`src/rtl/aes_round_ops_if.sv`:
```
// Bus bundle for the three AES-128 round-step channels (AddRoundKey, ShiftRows, MixColumns).
// The controller drives the master side and the round-step block sits on the slave side.
interface aes_round_ops_if;
  logic [127:0] ark_state;
  logic [127:0] ark_key;
  logic         ark_en;
  logic [127:0] ark_out;
  logic         ark_done;
  logic [127:0] sr_data;
  logic         sr_en;
  logic [127:0] sr_out;
  logic         sr_done;
  logic [127:0] mc_state;
  logic         mc_en;
  logic [127:0] mc_out;
  logic         mc_done;

  modport master (
    output ark_state, ark_key, ark_en, sr_data, sr_en, mc_state, mc_en,
    input  ark_out, ark_done, sr_out, sr_done, mc_out, mc_done
  );

  modport slave (
    input  ark_state, ark_key, ark_en, sr_data, sr_en, mc_state, mc_en,
    output ark_out, ark_done, sr_out, sr_done, mc_out, mc_done
  );
endinterface

```
`src/rtl/aes_round_ops.sv`:
```
// AES-128 AddRoundKey, ShiftRows and MixColumns, each a single registered channel
// with an independent enable/done handshake. Byte 0 is the MSB byte; state is column-major.
module aes_round_ops (
  input  logic          clk,
  input  logic          rst,
  aes_round_ops_if.slave bus
);

  function automatic logic [7:0] xtime(input logic [7:0] b);
    return {b[6:0], 1'b0} ^ (b[7] ? 8'h1b : 8'h00);
  endfunction

  function automatic logic [31:0] mixColumn(input logic [31:0] col);
    logic [7:0] s0, s1, s2, s3;
    s0 = col[31:24];
    s1 = col[23:16];
    s2 = col[15:8];
    s3 = col[7:0];
    return {xtime(s0) ^ xtime(s1) ^ s1 ^ s2 ^ s3,
            s0 ^ xtime(s1) ^ xtime(s2) ^ s2 ^ s3,
            s0 ^ s1 ^ xtime(s2) ^ xtime(s3) ^ s3,
            xtime(s0) ^ s0 ^ s1 ^ s2 ^ xtime(s3)};
  endfunction

  function automatic logic [127:0] mixColumns(input logic [127:0] st);
    logic [127:0] res;
    res = '0;
    for (int c = 0; c < 4; c++)
      res[127-32*c -: 32] = mixColumn(st[127-32*c -: 32]);
    return res;
  endfunction

  // Output byte s'[r][c] takes s[r][(c+r) mod 4]; row r rotates left by r bytes.
  function automatic logic [127:0] shiftRows(input logic [127:0] st);
    logic [127:0] res;
    res = '0;
    for (int r = 0; r < 4; r++)
      for (int c = 0; c < 4; c++)
        res[127-8*(r+4*c) -: 8] = st[127-8*(r+4*((c+r)%4)) -: 8];
    return res;
  endfunction

  logic [127:0] arkOut_p0;
  logic [127:0] srOut_p0;
  logic [127:0] mcOut_p0;
  logic         arkVld_p0;
  logic         srVld_p0;
  logic         mcVld_p0;

  // Stage p0: result registered on the edge that samples en; done mirrors the sampled en.
  always_ff @(posedge clk or posedge rst) begin
    if (rst) begin
      arkOut_p0 <= '0;
      srOut_p0  <= '0;
      mcOut_p0  <= '0;
      arkVld_p0 <= 1'b0;
      srVld_p0  <= 1'b0;
      mcVld_p0  <= 1'b0;
    end else begin
      arkVld_p0 <= bus.ark_en;
      srVld_p0  <= bus.sr_en;
      mcVld_p0  <= bus.mc_en;
      if (bus.ark_en) arkOut_p0 <= bus.ark_state ^ bus.ark_key;
      if (bus.sr_en)  srOut_p0  <= shiftRows(bus.sr_data);
      if (bus.mc_en)  mcOut_p0  <= mixColumns(bus.mc_state);
    end
  end

  assign bus.ark_out  = arkOut_p0;
  assign bus.ark_done = arkVld_p0;
  assign bus.sr_out   = srOut_p0;
  assign bus.sr_done  = srVld_p0;
  assign bus.mc_out   = mcOut_p0;
  assign bus.mc_done  = mcVld_p0;

endmodule

```
`src/flat_wrapper.sv`:
```
// flat-port wrapper written by rule: the top's interface ports become plain ports
module aes_round_ops_flat 
  (clk, rst, bus_ark_state, bus_ark_key, bus_ark_en, bus_sr_data, bus_sr_en, bus_mc_state, bus_mc_en, bus_ark_out, bus_ark_done, bus_sr_out, bus_sr_done, bus_mc_out, bus_mc_done);
  aes_round_ops_if bus_i ();
  input  logic clk;
  input  logic rst;
  input wire logic [$bits(bus_i.ark_state)-1:0] bus_ark_state;
  input wire logic [$bits(bus_i.ark_key)-1:0] bus_ark_key;
  input wire logic [$bits(bus_i.ark_en)-1:0] bus_ark_en;
  input wire logic [$bits(bus_i.sr_data)-1:0] bus_sr_data;
  input wire logic [$bits(bus_i.sr_en)-1:0] bus_sr_en;
  input wire logic [$bits(bus_i.mc_state)-1:0] bus_mc_state;
  input wire logic [$bits(bus_i.mc_en)-1:0] bus_mc_en;
  output wire logic [$bits(bus_i.ark_out)-1:0] bus_ark_out;
  output wire logic [$bits(bus_i.ark_done)-1:0] bus_ark_done;
  output wire logic [$bits(bus_i.sr_out)-1:0] bus_sr_out;
  output wire logic [$bits(bus_i.sr_done)-1:0] bus_sr_done;
  output wire logic [$bits(bus_i.mc_out)-1:0] bus_mc_out;
  output wire logic [$bits(bus_i.mc_done)-1:0] bus_mc_done;
  assign bus_i.ark_state = bus_ark_state;
  assign bus_i.ark_key = bus_ark_key;
  assign bus_i.ark_en = bus_ark_en;
  assign bus_i.sr_data = bus_sr_data;
  assign bus_i.sr_en = bus_sr_en;
  assign bus_i.mc_state = bus_mc_state;
  assign bus_i.mc_en = bus_mc_en;
  assign bus_ark_out = bus_i.ark_out;
  assign bus_ark_done = bus_i.ark_done;
  assign bus_sr_out = bus_i.sr_out;
  assign bus_sr_done = bus_i.sr_done;
  assign bus_mc_out = bus_i.mc_out;
  assign bus_mc_done = bus_i.mc_done;
  aes_round_ops u_core (.clk(clk), .rst(rst), .bus(bus_i));
endmodule
```
`config.mk`:
```
export PLATFORM = sky130hd
export DESIGN_NAME = aes_round_ops_flat
export DESIGN_NICKNAME = d
export VERILOG_FILES = /design/src/rtl/aes_round_ops_if.sv /design/src/rtl/aes_round_ops.sv /design/src/flat_wrapper.sv
export SDC_FILE = /design/constraint.sdc
export NUM_CORES = 1
export LEC_CHECK = 0
export ABC_AREA = 1
export ABC_CLOCK_PERIOD_IN_PS = 32299
export BUFFER_PORTS_ARGS = -buffer_cell sky130_fd_sc_hd__buf_2
export CAP_MARGIN = 30
export CORE_AREA = 2 2 350 352
export CTS_CLUSTER_DIAMETER = 30
export CTS_CLUSTER_SIZE = 12
export DETAILED_ROUTE_END_ITERATION = 8
export DIE_AREA = 0 0 352 354
export SETUP_SLACK_MARGIN = 0.3
export SLEW_MARGIN = 5
export SYNTH_ARGS = -nofsm -noshare
export SYNTH_HDL_FRONTEND = slang
export SYNTH_SLANG_ARGS = --single-unit
```
`constraint.sdc`:
```
create_clock -name clk -period 32.3 [get_ports clk]
set_clock_uncertainty 0.05 [all_clocks]
set_input_delay 1.615 -clock clk [delete_from_list [all_inputs] [get_ports clk]]
set_output_delay 1.615 -clock clk [all_outputs]
set_load 0.02 [all_outputs]
```
# After elaboration in Yosys (flattened, before gate mapping)
# Cells that the tools add are included.
classes:
  addsub: 0
  multipliers: 0
  div: 0
  magnitude_cmp: 0
  n_eq_ne: 0
  shift: 0
  muxes: 16
  bitwise_logic: 81
  n_reduce_logical: 0
op_table:
  columns: ["operator", "n"]
  rows:
  - ["$xor A8 B8 Y8", 80]
  - ["$xor A128 B128 Y128", 1]
  - ["$mux W5", 16]
totals:
  register_bits: 387
  latch_bits: 0
  ramBits: 0
  rom_bits: 0
  inputBits: 517
  output_inout_bits: 387
  word_cells: 103
  mem_count: 0

# Logic depth before layout (Yosys ltp)
depth:
  depth_word: 6
  ltp_mapped: 10
  depth_no_buf: 9

# Least setup slack after synthesis
# OpenSTA, ideal clock, no wires.
synth_timing:
  path_kind: "input to register"
  start: "input bus_sr_en"
  end: "register u_core.srOut_p0[0], in the netlist u_core.bus.sr_out[0]"
  setup_ns: 0.125
  arrival_time_ns: 2.313
  required_ns: 32.125
  path_slack_ns: 29.812
  stages: 3
  path_buffers: 2
  path_cell_list: "buf_2 -> buf_4 -> mux2_2"
synth_rtl:
  columns: ["element", "line", "source"]
  rows:
  - ["start: declaration", "flat_wrapper.sv:11", "input wire logic [$bits(bus_i.sr_en)-1:0] bus_sr_en;"]
  - ["end signal: assignment", "aes_round_ops.sv:64", "if (bus.sr_en) srOut_p0 <= shiftRows(bus.sr_data);"]
  - ["end: declaration", "aes_round_ops.sv:44", "logic [127:0] srOut_p0;"]
# No word-level cell between the ends.

# Worst setup path in the final report
layout_timing:
  start: "register u_core.srOut_p0[76], in the netlist u_core.bus.sr_out[76]"
  end: "output bus_sr_out[76]"
layout_rtl:
  columns: ["element", "line", "source"]
  rows:
  - ["end: declaration", "flat_wrapper.sv:16", "output wire logic [$bits(bus_i.sr_out)-1:0] bus_sr_out;"]
# No word-level cell between the ends.

==> results.md <==
- Outcome: finished clean
- Hold path cells: 2
- GRT overflow: 0
- Worst Hold Class: flip-flop to flip-flop
- Vias post-DR: 24.1k
- Buffers and inverters on the worst path: 1
- Worst flop-to-flop path startpoint: u_core.bus.sr_out[101]
- Final worst slack: 29.06 ns
- CTS tree: done
- DR WL met2: about 50,000 microns
- Post-CTS setup buffer count: 0
- Vias per std cell: between 4 and 5
- DRT iter0 DRCs: 1,791
- Worst setup SP type: flip-flop
- Cts-stage hold buffer count: 0
- GRT Total Usage: 0.185
- Unrepaired setup endpoints after global routing: false
- Worst Setup SP: u_core.bus.sr_out[76]
- Die area: between 0.1 and 0.15 sq mm
- Tightest Pin Transition: between 0.9 and 1 ns
- Power per cell area: roughly 69 mW/mm^2
- Setup CP Type: flip-flop to primary output
- Wire per inst: ~21 microns
- Delay-heaviest family, CP: flip-flops
- CP cell instances: buf_2
- Post-synth design cell area: ~0.023 sq mm
- Drc violations: 0
- Critical path data arrival time: 1.58 ns
- Leak: around 18 nW
- Seq/Total Area, Yosys: 0.428
- Vias in the first global route: about 23k
- Top layer in use: met5
- Yosys Warn Count: 0
- Largest net degree at the start of global routing: around 160
- Total design power: 2.27 mW
- Layout Nets: between 4k and 5k
- Initial antenna violation count: 92
- Endpoint class of the critical path: primary output
- # clock sinks: 387
- DIE WIDTH: around 350 microns
- Slowest CP cell: dfrtp_1
- First-pass GRT wire length: 166,000 microns
- Routability-driven placement congestion ratio: between 1 and 1.5
- Clk Latency, worst-skew pair: between 0.7 and 0.8 ns
- Worst-path clk slew: roughly 0.05 ns
- Fin crit share: 0.100
- Total wire length: between 100,000 and 150,000 microns
- VDD IR max: 52.4 uV
- Unique masters post-synth: 19
- Fin crit period: 3.24 ns
- Post-Syn Instances: roughly 3.1k
- Final setup fails: 0
- Worst r2r path cells: 1
- Core area: ~0.12 sq mm
- Reg2reg setup slack: between 30 and 40 ns
- Layout Area Growth over Synthesis: 46.4%
- # Max-Cap Violations: 0
- I/O Pins: between 900 and 1k
- Wl on met1: 49,600 microns
- HP Start: u_core.bus.mc_out[64]
- Pre-CTS WS: about 28 ns
- Dpl hpwl: between 90,000 and 100,000 microns
- H-tree levels: 3
- Row count: about 130
- Slew margin rel.: 0.347
- #FFs+latches synth: about 390
- Crit-path max FO: 2
- Antenna-violating nets left: 0
- Fmax: between 0.3 and 0.4 GHz
- Drt pass-1 iters: 6
- Die height: ~350 microns
- Critical Path Max Stage Delay: between 0.5 and 0.6 ns
- Port Buffers: approximately 900
- TritonCTS Buffers: about 120
- Post-Syn Area per Cell: between 7 and 8 sq um
- Layout cells sized above 1: 0.311
- Net Count, Synth: between 3k and 4k
- Fin Setup TNS: 0 ns
- Crit path required time: between 30 and 40 ns
- Cell count along the critical path: 1
- Root buffer cell: clkbuf_16
- Slew Limit Fails: 0
- Routed met3 length: 13,600 microns
- Initial core utilization: 0.187
- Final Hold Viols: 0
- Bufs on Longest Clock Path: 3
- CTS resizes: 0
-- cell type report --
type,count,area (sq um)
well taps,1625,2030
flip-flops and latches,387,9680
fillers,13100,87800
clock buffers,153,3390
clock inverters,74,1020
diodes,41,103
multi-input cells,2384,11500
repair buffers,916,4690
inverters,187,717
-- layer usage --
metal | vias to the layer above | GRT usage
li1 | 11600 | -
met1 | 11100 | 0.229
met2 | 1098 | 0.279
met3 | 293 | 0.0797
met4 | 40 | 0.0760
met5 | - | 0.0162
-- sequential cells by signal, indices dropped and copies added, names as in the netlist --
| register | count |
|---|---|
| u_core.bus.ark_out | 128 |
| u_core.bus.mc_out | 128 |
| u_core.bus.sr_out | 128 |
| u_core.bus.ark_done | 1 |
| u_core.bus.mc_done | 1 |
| u_core.bus.sr_done | 1 |
-- power breakdown --
group          internal, mW  total, mW  switching (mW)
clock                 0.874       1.26           0.382
combinational         0.142      0.428           0.285
sequential            0.546      0.586          0.0394
-- per-stage QoR --
stage	cells	instance area (sq um)	utilization	hold WS [ns]
detailed placement	5496	28500	0.236	0.411
CTS	5723	33000	0.273	0.424
finish	5767	33100	0.274	0.421
global route	5747	33100	0.274	0.436
floorplan	3080	22600	-	0.536
global placement	5496	28500	0.236	0.410
-- path summary, 6_finish.rpt --
kind / end
setup / recovery: bus_sr_out[76]
hold / removal: u_core.bus.mc_out[64]
setup reg to reg: u_core.bus.sr_out[101]
hold reg to reg: u_core.bus.mc_out[64]
max in group asynchronous: u_core.bus.ark_out[29]
min in group asynchronous: u_core.bus.sr_out[103]
-- synth_stat cells --
library cell     n  area share
o21ai_1          6      0.0013
buf_4           22      0.0073
inv_1          178       0.030
nand3_1        291       0.064
inv_2            9      0.0015
xor2_1          36       0.014
xor2_2           3      0.0022
buf_1            2     0.00033
nand3b_1        14      0.0046
mux2_2         128       0.064
clkbuf_1        28      0.0046
o21ai_0        126       0.028
buf_2           47       0.010
dfrtp_1        387        0.43
nand2_1       1582        0.26
clkbuf_2         6      0.0013
buf_6           17      0.0085
xnor2_1        160       0.062
nor2_1          38      0.0063
-- placed cells by master, fill, tap and decap left out, types with 4 or more instances in the layout --
master and count:
inv_2 8, buf_2 901, inv_6 8, clkinvlp_4 14
inv_1 176, mux2_2 128, clkbuf_1 8, bufinv_16 17
diode_2 41, nor2_1 38, clkinv_4 4, clkbuf_8 24
dfrtp_1 387, o21ai_0 126, clkinv_16 5, xnor2_1 160
nand3_1 291, xor2_1 36, buf_4 11, o21ai_1 6
clkbuf_16 121, nand2_1 1582, nand3b_1 14, clkinv_2 24
-- logic make-up (layout without fill, tap and decap cells) --
group,Yosys count,after routing,synth area share
mux,128,128,0.0637
xor+xnor,199,199,0.0780
other cells,0,41,0
flops,387,387,0.428
simple gates,1925,1925,0.338
buf+inv,309,1330,0.0635
compound gates,132,132,0.0292
No activity file was read; power rests on OpenSTA's default activity.
